===== config.mk =====
export PLATFORM = sky130hd
export DESIGN_NAME = fig_01_block_rom_arbiter_flat
export DESIGN_NICKNAME = d
export VERILOG_FILES = /design/src/rtl/fig_01_block_rom_arbiter_if.sv /design/src/rtl/fig_01_block_rom_arbiter.sv /design/src/flat_wrapper.sv
export SDC_FILE = /design/constraint.sdc
export NUM_CORES = 1
export LEC_CHECK = 0
export ABC_CLOCK_PERIOD_IN_PS = 3200
export CAP_MARGIN = 20
export CORE_ASPECT_RATIO = 0.5
export CORE_MARGIN = 4
export CORE_UTILIZATION = 30
export CTS_CLUSTER_SIZE = 24
export DETAILED_ROUTE_END_ITERATION = 16
export PLACE_DENSITY_LB_ADDON = 0.1
export SLEW_MARGIN = 20
export SYNTH_ARGS = -nofsm -noshare
export SYNTH_HDL_FRONTEND = slang
export SYNTH_SLANG_ARGS = --single-unit

===== constraint.sdc =====
create_clock -name clk -period 3.2 [get_ports clk]
set_clock_uncertainty 0.15 [all_clocks]
set_input_delay 0.32 -clock clk [delete_from_list [all_inputs] [get_ports clk]]
set_output_delay 0.32 -clock clk [all_outputs]
set_load 0.02 [all_outputs]

===== src/rtl/fig_01_block_rom_arbiter_if.sv =====
// ROM arbiter bus bundle: host passthrough, fetcher/ROM-buffer handshakes, ROM pins, status.
// master: requester/top-level side. slave: the arbiter.
interface fig_01_block_rom_arbiter_if;
  logic        ron;
  logic        fast;
  logic [23:0] ha;
  logic        fetch_req;
  logic [23:0] fetch_addr;
  logic        fetch_rdy;
  logic        buf_req;
  logic [23:0] buf_addr;
  logic        buf_rdy;
  logic [7:0]  rom_q;
  logic [23:0] rom_a;
  logic [7:0]  rom_d;
  logic        busy;

  modport master (
    output ron, fast, ha, fetch_req, fetch_addr, buf_req, buf_addr, rom_d,
    input  fetch_rdy, buf_rdy, rom_q, rom_a, busy
  );

  modport slave (
    input  ron, fast, ha, fetch_req, fetch_addr, buf_req, buf_addr, rom_d,
    output fetch_rdy, buf_rdy, rom_q, rom_a, busy
  );
endinterface


===== src/rtl/fig_01_block_rom_arbiter.sv =====
// GSU ROM bus arbiter: shares the external ROM between the instruction-cache fetcher and
// the ROM-buffer read unit, inserts per-access wait states, and passes the host address
// through whenever the GSU does not own ROM (ron=0).
// Optional build macro ROM_ARB_RR_EN: round-robin arbitration instead of fixed
// fetch-over-buffer priority.
module fig_01_block_rom_arbiter #(
  parameter int unsigned WAIT_SLOW = 5,
  parameter int unsigned WAIT_FAST = 3
) (
  input logic                       clk,
  input logic                       reset,
  fig_01_block_rom_arbiter_if.slave bus
);

  localparam int unsigned CntW = 8;

  typedef enum logic [1:0] {StIdle, StAccess, StRecover} state_e;

  state_e            state_q, state_d;
  logic [CntW-1:0]   cnt_q, cnt_d;
  logic [23:0]       rom_a_q, rom_a_d;
  logic [7:0]        rom_q_q, rom_q_d;
  logic              fetch_rdy_q, fetch_rdy_d;
  logic              buf_rdy_q, buf_rdy_d;
  logic              gnt_buf_q, gnt_buf_d;  // current grantee: 0 = fetcher, 1 = ROM buffer
  logic              any_req;
  logic              pick_buf;
`ifdef ROM_ARB_RR_EN
  logic              last_buf_q, last_buf_d;  // last grant: 0 = fetcher, 1 = ROM buffer
`endif

  assign any_req = bus.fetch_req | bus.buf_req;

  // Winner selection among pending requests (only meaningful when any_req is high).
  always_comb begin
    pick_buf = 1'b0;
`ifdef ROM_ARB_RR_EN
    pick_buf = bus.buf_req & (~bus.fetch_req | ~last_buf_q);
`else
    pick_buf = ~bus.fetch_req;
`endif
  end

  // Next-state and next-register values for the access sequencer.
  always_comb begin
    state_d     = state_q;
    cnt_d       = cnt_q;
    rom_a_d     = rom_a_q;
    rom_q_d     = rom_q_q;
    gnt_buf_d   = gnt_buf_q;
    fetch_rdy_d = 1'b0;
    buf_rdy_d   = 1'b0;
`ifdef ROM_ARB_RR_EN
    last_buf_d  = last_buf_q;
`endif
    case (state_q)
      StIdle: begin
        if (!bus.ron) begin
          rom_a_d = bus.ha;
        end else if (any_req) begin
          gnt_buf_d = pick_buf;
          rom_a_d   = pick_buf ? bus.buf_addr : bus.fetch_addr;
          // fast is sampled only here; later changes do not stretch or shorten the access
          cnt_d     = bus.fast ? CntW'(WAIT_FAST - 1) : CntW'(WAIT_SLOW - 1);
          state_d   = StAccess;
`ifdef ROM_ARB_RR_EN
          last_buf_d = pick_buf;
`endif
        end
      end
      StAccess: begin
        if (!bus.ron) begin
          // Host reclaimed the bus: abandon the access; the request stays pending.
          state_d = StIdle;
        end else if (cnt_q == '0) begin
          rom_q_d = bus.rom_d;
          state_d = StRecover;
          // A requester that dropped its request mid-access gets no ready pulse.
          if (gnt_buf_q) begin
            buf_rdy_d = bus.buf_req;
          end else begin
            fetch_rdy_d = bus.fetch_req;
          end
        end else begin
          cnt_d = cnt_q - CntW'(1);
        end
      end
      StRecover: begin
        state_d = StIdle;
      end
      default: begin
        state_d = StIdle;
      end
    endcase
  end

  // State and datapath registers with synchronous reset.
  always_ff @(posedge clk) begin
    if (reset) begin
      state_q     <= StIdle;
      cnt_q       <= '0;
      rom_a_q     <= '0;
      rom_q_q     <= '0;
      fetch_rdy_q <= 1'b0;
      buf_rdy_q   <= 1'b0;
      gnt_buf_q   <= 1'b0;
`ifdef ROM_ARB_RR_EN
      last_buf_q  <= 1'b0;
`endif
    end else begin
      state_q     <= state_d;
      cnt_q       <= cnt_d;
      rom_a_q     <= rom_a_d;
      rom_q_q     <= rom_q_d;
      fetch_rdy_q <= fetch_rdy_d;
      buf_rdy_q   <= buf_rdy_d;
      gnt_buf_q   <= gnt_buf_d;
`ifdef ROM_ARB_RR_EN
      last_buf_q  <= last_buf_d;
`endif
    end
  end

  // Busy covers an access in flight and any GSU request still waiting, including
  // requests held off while the host owns ROM.
  always_comb begin
    bus.busy = (state_q != StIdle) | any_req;
  end

  // Registered outputs to the bus bundle.
  always_comb begin
    bus.rom_a     = rom_a_q;
    bus.rom_q     = rom_q_q;
    bus.fetch_rdy = fetch_rdy_q;
    bus.buf_rdy   = buf_rdy_q;
  end

endmodule


===== src/flat_wrapper.sv =====
// flat-port wrapper written by rule: the top's interface ports become plain ports
module fig_01_block_rom_arbiter_flat 
#(
  parameter int unsigned WAIT_SLOW = 5,
  parameter int unsigned WAIT_FAST = 3
)
  (clk, reset, bus_ron, bus_fast, bus_ha, bus_fetch_req, bus_fetch_addr, bus_buf_req, bus_buf_addr, bus_rom_d, bus_fetch_rdy, bus_buf_rdy, bus_rom_q, bus_rom_a, bus_busy);
  fig_01_block_rom_arbiter_if bus_i ();
  input logic clk;
  input logic reset;
  input wire logic [$bits(bus_i.ron)-1:0] bus_ron;
  input wire logic [$bits(bus_i.fast)-1:0] bus_fast;
  input wire logic [$bits(bus_i.ha)-1:0] bus_ha;
  input wire logic [$bits(bus_i.fetch_req)-1:0] bus_fetch_req;
  input wire logic [$bits(bus_i.fetch_addr)-1:0] bus_fetch_addr;
  input wire logic [$bits(bus_i.buf_req)-1:0] bus_buf_req;
  input wire logic [$bits(bus_i.buf_addr)-1:0] bus_buf_addr;
  input wire logic [$bits(bus_i.rom_d)-1:0] bus_rom_d;
  output wire logic [$bits(bus_i.fetch_rdy)-1:0] bus_fetch_rdy;
  output wire logic [$bits(bus_i.buf_rdy)-1:0] bus_buf_rdy;
  output wire logic [$bits(bus_i.rom_q)-1:0] bus_rom_q;
  output wire logic [$bits(bus_i.rom_a)-1:0] bus_rom_a;
  output wire logic [$bits(bus_i.busy)-1:0] bus_busy;
  assign bus_i.ron = bus_ron;
  assign bus_i.fast = bus_fast;
  assign bus_i.ha = bus_ha;
  assign bus_i.fetch_req = bus_fetch_req;
  assign bus_i.fetch_addr = bus_fetch_addr;
  assign bus_i.buf_req = bus_buf_req;
  assign bus_i.buf_addr = bus_buf_addr;
  assign bus_i.rom_d = bus_rom_d;
  assign bus_fetch_rdy = bus_i.fetch_rdy;
  assign bus_buf_rdy = bus_i.buf_rdy;
  assign bus_rom_q = bus_i.rom_q;
  assign bus_rom_a = bus_i.rom_a;
  assign bus_busy = bus_i.busy;
  fig_01_block_rom_arbiter #(.WAIT_SLOW(WAIT_SLOW), .WAIT_FAST(WAIT_FAST)) u_core (.clk(clk), .reset(reset), .bus(bus_i));
endmodule

==> out/qor.csv, run 1 <==
metric,value,unit
hold_viol,0,
ir_drop,0.2239,mV
synth_edf_count,0,
postCtsSetupBuffers,0,
p_comb_frac,0.261,
power.switching,0.4440,mW
cts_made_buffers,5,
cts_tree,done,
clock.fmax,431.6,MHz
gr-total-overflow,0,
crit_end,u_core.bus.rom_q[7],
grt_pass1_wl,10.27,mm
initial_core_util,0.3205,
p_sw_frac,0.2682,
synth_nets,348,
layout_min_cycle_time,2.317,ns
synth_cell_type_count,35,
cp_data_required_time,3.20,ns
r2r_cells,4,
clockPowerShare,0.351,
die-area,8904,sq um
drv_slew,0,
crit_type,reg -> reg,
die_w,129.5,microns
setup-violations-final,0,
grt_pass1_vias,2205,
antenna_found_initial,0,
r2r_end,u_core.bus.rom_q[7],
ys_async_sr_fraction,0,
seq_power_share,0.387,
fin_crit_sh,0.7241,
fin_tns_setup,0,ns
routedWlPerCell,13.96,microns
cts_resized,0,
antenna_left,0,
critPathLaunch,u_core.cnt_q[2],
netlist_top_cells_area,"dfxtp_1 41%, mux2i_1 14%, nand2_1 8.8%, o211ai_1 8.5%, a21oi_1 6.8%",
yosysTopAreaCell,dfxtp_1,
rrSetupSlack,0.88,ns
timing.hold.ws,0.3037,ns
viasPerCell,4.918,
wirelength,6.462,mm
dr.pass1.iters,4,
die_h,68.76,microns
fillers,650,
syn_inst,260,
cts_buffer_depth,2,
maxCapViolations,0,
start_kind,flip-flop,
cts.htree.levels,2,
hp-class,reg -> reg,
p_leak,1.441,nW
grt_use_total,0.1463,
yosysWarnings,0,
drc_errors,0,
min-delay-start,u_core.bus.rom_a[17],
outcome,"complete, no violations",
power_density,456.8,nW/um^2
avgSynthCellArea,8.518,sq um
cts_hold_buf,0,
nNetsFinal,458,
num_antenna_cells,0,
fp-row-count,21,
regArea,900.9,sq um
cts-root-buf,clkbuf_16,
clock_sinks,45,
clkTransAtPathRegs,0.06,ns
hold_depth,2,
multi_input_area,1229,sq um
area_growth,63.67,%
ys.flop_type,dfxtp_1,
ys_ff_latch,45,
design.core.area,6910,sq um
port_buffers,120,
grt_start_max_net_pins,52,
internal_power,1.212,mW
vias,2277,
worst_setup_path_end_kind,flip-flop,
place.gp.congestion,0.7985,
io_pins,121,
final_layout_size_suffix_gt1_frac,0.04582,
dp_hpwl,4.958,mm
rsz0062_at_grt,false,
relSlewSlack,0.4677,
tightestPinTransition,0.7985,ns
worstPathArrival,2.31,ns
drtIter0Drc,103,
synth_area,2215,sq um
synth.top_cell.area_share,0.4068,
clk_latency,0.28,ns
yosysSeqAreaShare,0.4068,
cp_max_fo,10,
reg2reg_from,u_core.cnt_q[2],
-- layout by cell type, fill, tap and decap left out, drive strengths merged --
cell	count
nand2b	2
and3b	1
nor2	14
o21ai	3
or4	5
nor3	2
clkinv	1
a21oi	30
nand4b	1
o211ai	25
nor3b	1
clkinvlp	1
a211o	3
nand2	52
o31ai	1
dfxtp	45
nor4bb	1
bufinv	1
nor4	3
ha	2
a21o	1
xnor2	1
or3	2
nor2b	2
clkdlybuf4s50	117
buf	5
nor4b	1
o21a	3
clkbuf	5
a21boi	1
mux2i	32
a211oi	1
or2	1
o31a	2
inv	2
and3	1
-- worst min-delay path by stage --
stage	slack, ns	to
detailed placement	0.30	u_core.bus.rom_a[8]
CTS	0.31	u_core.bus.rom_a[8]
global placement	0.29	u_core.bus.rom_a[1]
global route	0.32	u_core.bus.rom_a[8]
finish	0.30	u_core.bus.rom_a[17]
floorplan	0.24	u_core.state_q[1]
-- power by group through the flow --
stage               clock (mW)  combinational, mW  sequential, mW
floorplan                    0              0.186           0.688
global placement             0              0.431           0.651
detailed placement           0              0.438           0.653
CTS                      0.597              0.439           0.641
global route             0.626              0.475           0.648
finish                   0.582              0.433           0.641
-- metal layers --
layer	global-route usage	part of all wire	vias up
met1	0.1667	0.43	1058
met4	0.04534	0.014	0
met2	0.2635	0.49	57
met5	0	0	-
met3	0.05154	0.067	8
li1	-	-	1154
-- layout make-up --
cell class	count	area share
multi-input combinational	194	0.3390
timing repair buffer	122	0.3314
sequential	45	0.2485
clock buffer	5	0.03452
tap	92	0.03176
clock inverter	3	0.01277
inverter	2	0.002071
-- sequential cells by signal, indices dropped and copies added, names as in the netlist --
register / count
u_core.bus.buf_rdy: 1
u_core.bus.fetch_rdy: 1
u_core.bus.rom_a: 24
u_core.bus.rom_q: 8
u_core.cnt_q: 8
u_core.gnt_buf_q: 1
u_core.state_q: 2
-- synthesized netlist by cell type (3+ instances only) --
cell type and n:
o21ai_0 3, nor2_1 13, a21oi_1 30, o21a_1 3, or4_1 5, nand2_1 52
clkbuf_1 15, a211o_1 3, nor4_1 3, mux2i_1 32, dfxtp_1 45, o211ai_1 25
-- through the flow --
stage          worst slack (ns)  utilization  cell area [sq um]  power, mW  instances
6_report                 0.8830       0.5245               3625      1.656        463
5_1_grt                  0.7639       0.5245               3625      1.750        463
4_1_cts                  0.8514       0.5245               3625      1.677        463
3_5_place_dp             0.7242       0.4997               3453      1.091        455
3_3_place_gp             0.8065       0.4997               3453      1.081        455
2_1_floorplan             1.263            -               2215     0.8740        260
-- critical path, cell delays in order, from the launching register on --
cell     delay (ns)
dfxtp_1        0.37
or4_1          0.54
or4_1          0.80
mux2i_1        0.26
nor2_1         0.05
-- cells by family after synthesis --
logic type | after synthesis | share of synthesized area
simple gates | 89 | 0.1904
mux | 32 | 0.1446
buf+inv | 21 | 0.04011
flops | 45 | 0.4068
compound gates | 70 | 0.2028
xor+xnor | 1 | 0.003956
fa+ha+maj | 2 | 0.01130
No activity file was read; power rests on OpenSTA's default activity.
==> run 2, diff against run 1 <==
--- a/config.mk
+++ b/config.mk
@@ -5,7 +5,7 @@
 export SDC_FILE = /design/constraint.sdc
 export NUM_CORES = 1
 export LEC_CHECK = 0
-export ABC_CLOCK_PERIOD_IN_PS = 3200
+export ABC_CLOCK_PERIOD_IN_PS = 2100
 export CAP_MARGIN = 20
 export CORE_ASPECT_RATIO = 0.5
 export CORE_MARGIN = 4
==> constraint.sdc (replaced) <==
create_clock -name clk -period 2.1 [get_ports clk]
set_clock_uncertainty 0.15 [all_clocks]
set_input_delay 0.21 -clock clk [delete_from_list [all_inputs] [get_ports clk]]
set_output_delay 0.21 -clock clk [all_outputs]
set_load 0.02 [all_outputs]
==> run 2 against run 1 <==
Compared with the run above: total power grew 55%; register-to-register slack worse by 0.81 ns; clock power rose by 49%; maximum frequency grew 14%; sequential share of layout area shrank 0.79 points.
==> out/qor.csv, run 2 (synthesized netlist as in run 1, its figures left out) <==
metric,value,unit
outcome,"complete, no violations",
crit_type,reg -> reg,
timing.hold.ws,0.1129,ns
die_w,129.5,microns
final_util,0.5417,
place.gp.congestion,0.8158,
p_leak,1.512,nW
dr.pass1.iters,4,
fp-row-count,21,
drc_errors,0,
slowest_delay,0.53,ns
power_density,685.7,nW/um^2
total_power,2.567,mW
port_buffers,120,
routedWlPerCell,14.84,microns
worst_setup_path_end_kind,flip-flop,
dpl.cell_count,465,
num_antenna_cells,0,
initial_core_util,0.3205,
design.core.area,6910,sq um
most-common-layout-cells,"117 x clkdlybuf4s50_1, 52 x nand2_1, 45 x dfxtp_1",
placed_area,3541,sq um
fin_tns_setup,0,ns
cts_buffer_depth,2,
antenna_left,0,
dp_hpwl,5.238,mm
pre_cts_ws,0.05359,ns
clk_latency,0.28,ns
vias,2379,
grt_use_total,0.1586,
wirelength,7.050,mm
fin_crit_sh,0.9655,
fillers,641,
final_layout_size_suffix_gt1_frac,0.08355,
drv_slew,0,
gr-total-overflow,0,
largest_reg_flops,24,
viasPerCell,5.008,
clock_sinks,45,
cts-root-buf,clkbuf_16,
die_h,68.76,microns
stdcell_area,3744,sq um
worstPathArrival,2.04,ns
ir_drop,0.3008,mV
final_common_cell,clkdlybuf4s50_1,
setup-violations-final,0,
maxCapViolations,0,
antenna_found_initial,0,
cts_tree,done,
grt_pass1_vias,2344,
cp_max_fo,5,
grt_pass1_wl,11.13,mm
nNetsFinal,471,
cp_slowest_cell,or4_4,
hp-class,in -> reg,
cts_hold_buf,0,
rrSetupSlack,0.07,ns
cts.htree.levels,2,
fin_cells,475,
grt_start_max_net_pins,51,
layout_min_cycle_time,2.028,ns
area_growth,69.04,%
start_kind,flip-flop,
tightestPinTransition,0.5631,ns
cp_data_required_time,2.11,ns
relSlewSlack,0.6211,
rsz0062_at_grt,false,
clock.fmax,493.2,MHz
crit_path_frequent_cell,or4_4,
crit_chain,or4_4 -> or4_4 -> buf_4 -> mux2i_1 -> nor2_1,
die-area,8904,sq um
io_pins,121,
hold_viol,0,
clkTransAtPathRegs,0.06,ns
cts_made_buffers,5,
setup_ws,0.07235,ns
drtIter0Drc,112,
run 2: cell types whose count changed in the layout (fill, tap and decap cells not counted), sizes merged:
cell	previous run	this run
clkinvlp	1	0
a211o	3	4
buf	5	17
run 2: critical path: cells and delay by family, from the launching register on:
kind,cells,cell delay (ns)
simple gates,3,1.08
flops,1,0.33
buf+inv,1,0.19
mux,1,0.15
run 2: timing repair:
action | 4_1_cts | 5_1_grt
endpoints found under the setup margin | 0 | 10
buffers inserted | 0 | 1
gates resized for setup | 0 | 7
run 2: report_power, final:
group          total [mW]  internal [mW]  switching [mW]  leakage, nW
registers           0.972          0.926          0.0462        0.370
logic               0.730          0.401           0.330         1.06
clock network       0.865          0.552           0.312       0.0797
run 2: final cells by class:
class                           instances  area [sq um]  area share
Timing Repair Buffer                  134          1308      0.3493
Multi-Input combinational cell        195          1252      0.3346
Sequential cell                        45         900.9      0.2406
Clock buffer                            5         125.1     0.03342
Tap cell                               92         115.1     0.03075
Clock inverter                          2         35.03    0.009358
Inverter                                2         7.507    0.002005
run 2: path summary, 6_finish.rpt:
kind / startpoint / end / depth (start not counted)
setup / recovery: u_core.cnt_q[5] / u_core.bus.rom_q[4] / 5
hold / removal: bus_fetch_req / u_core.bus.fetch_rdy / 2
setup reg to reg: u_core.cnt_q[5] / u_core.bus.rom_q[4] / 5
hold reg to reg: u_core.bus.rom_a[12] / u_core.bus.rom_a[12] / 2
run 2: layer usage:
metal,vias up,GRT usage,share of wire
met5,-,0,0
met3,2,0.05692,0.075
li1,1186,-,-
met1,1116,0.1841,0.42
met4,0,0.03368,0.0027
met2,75,0.2880,0.50
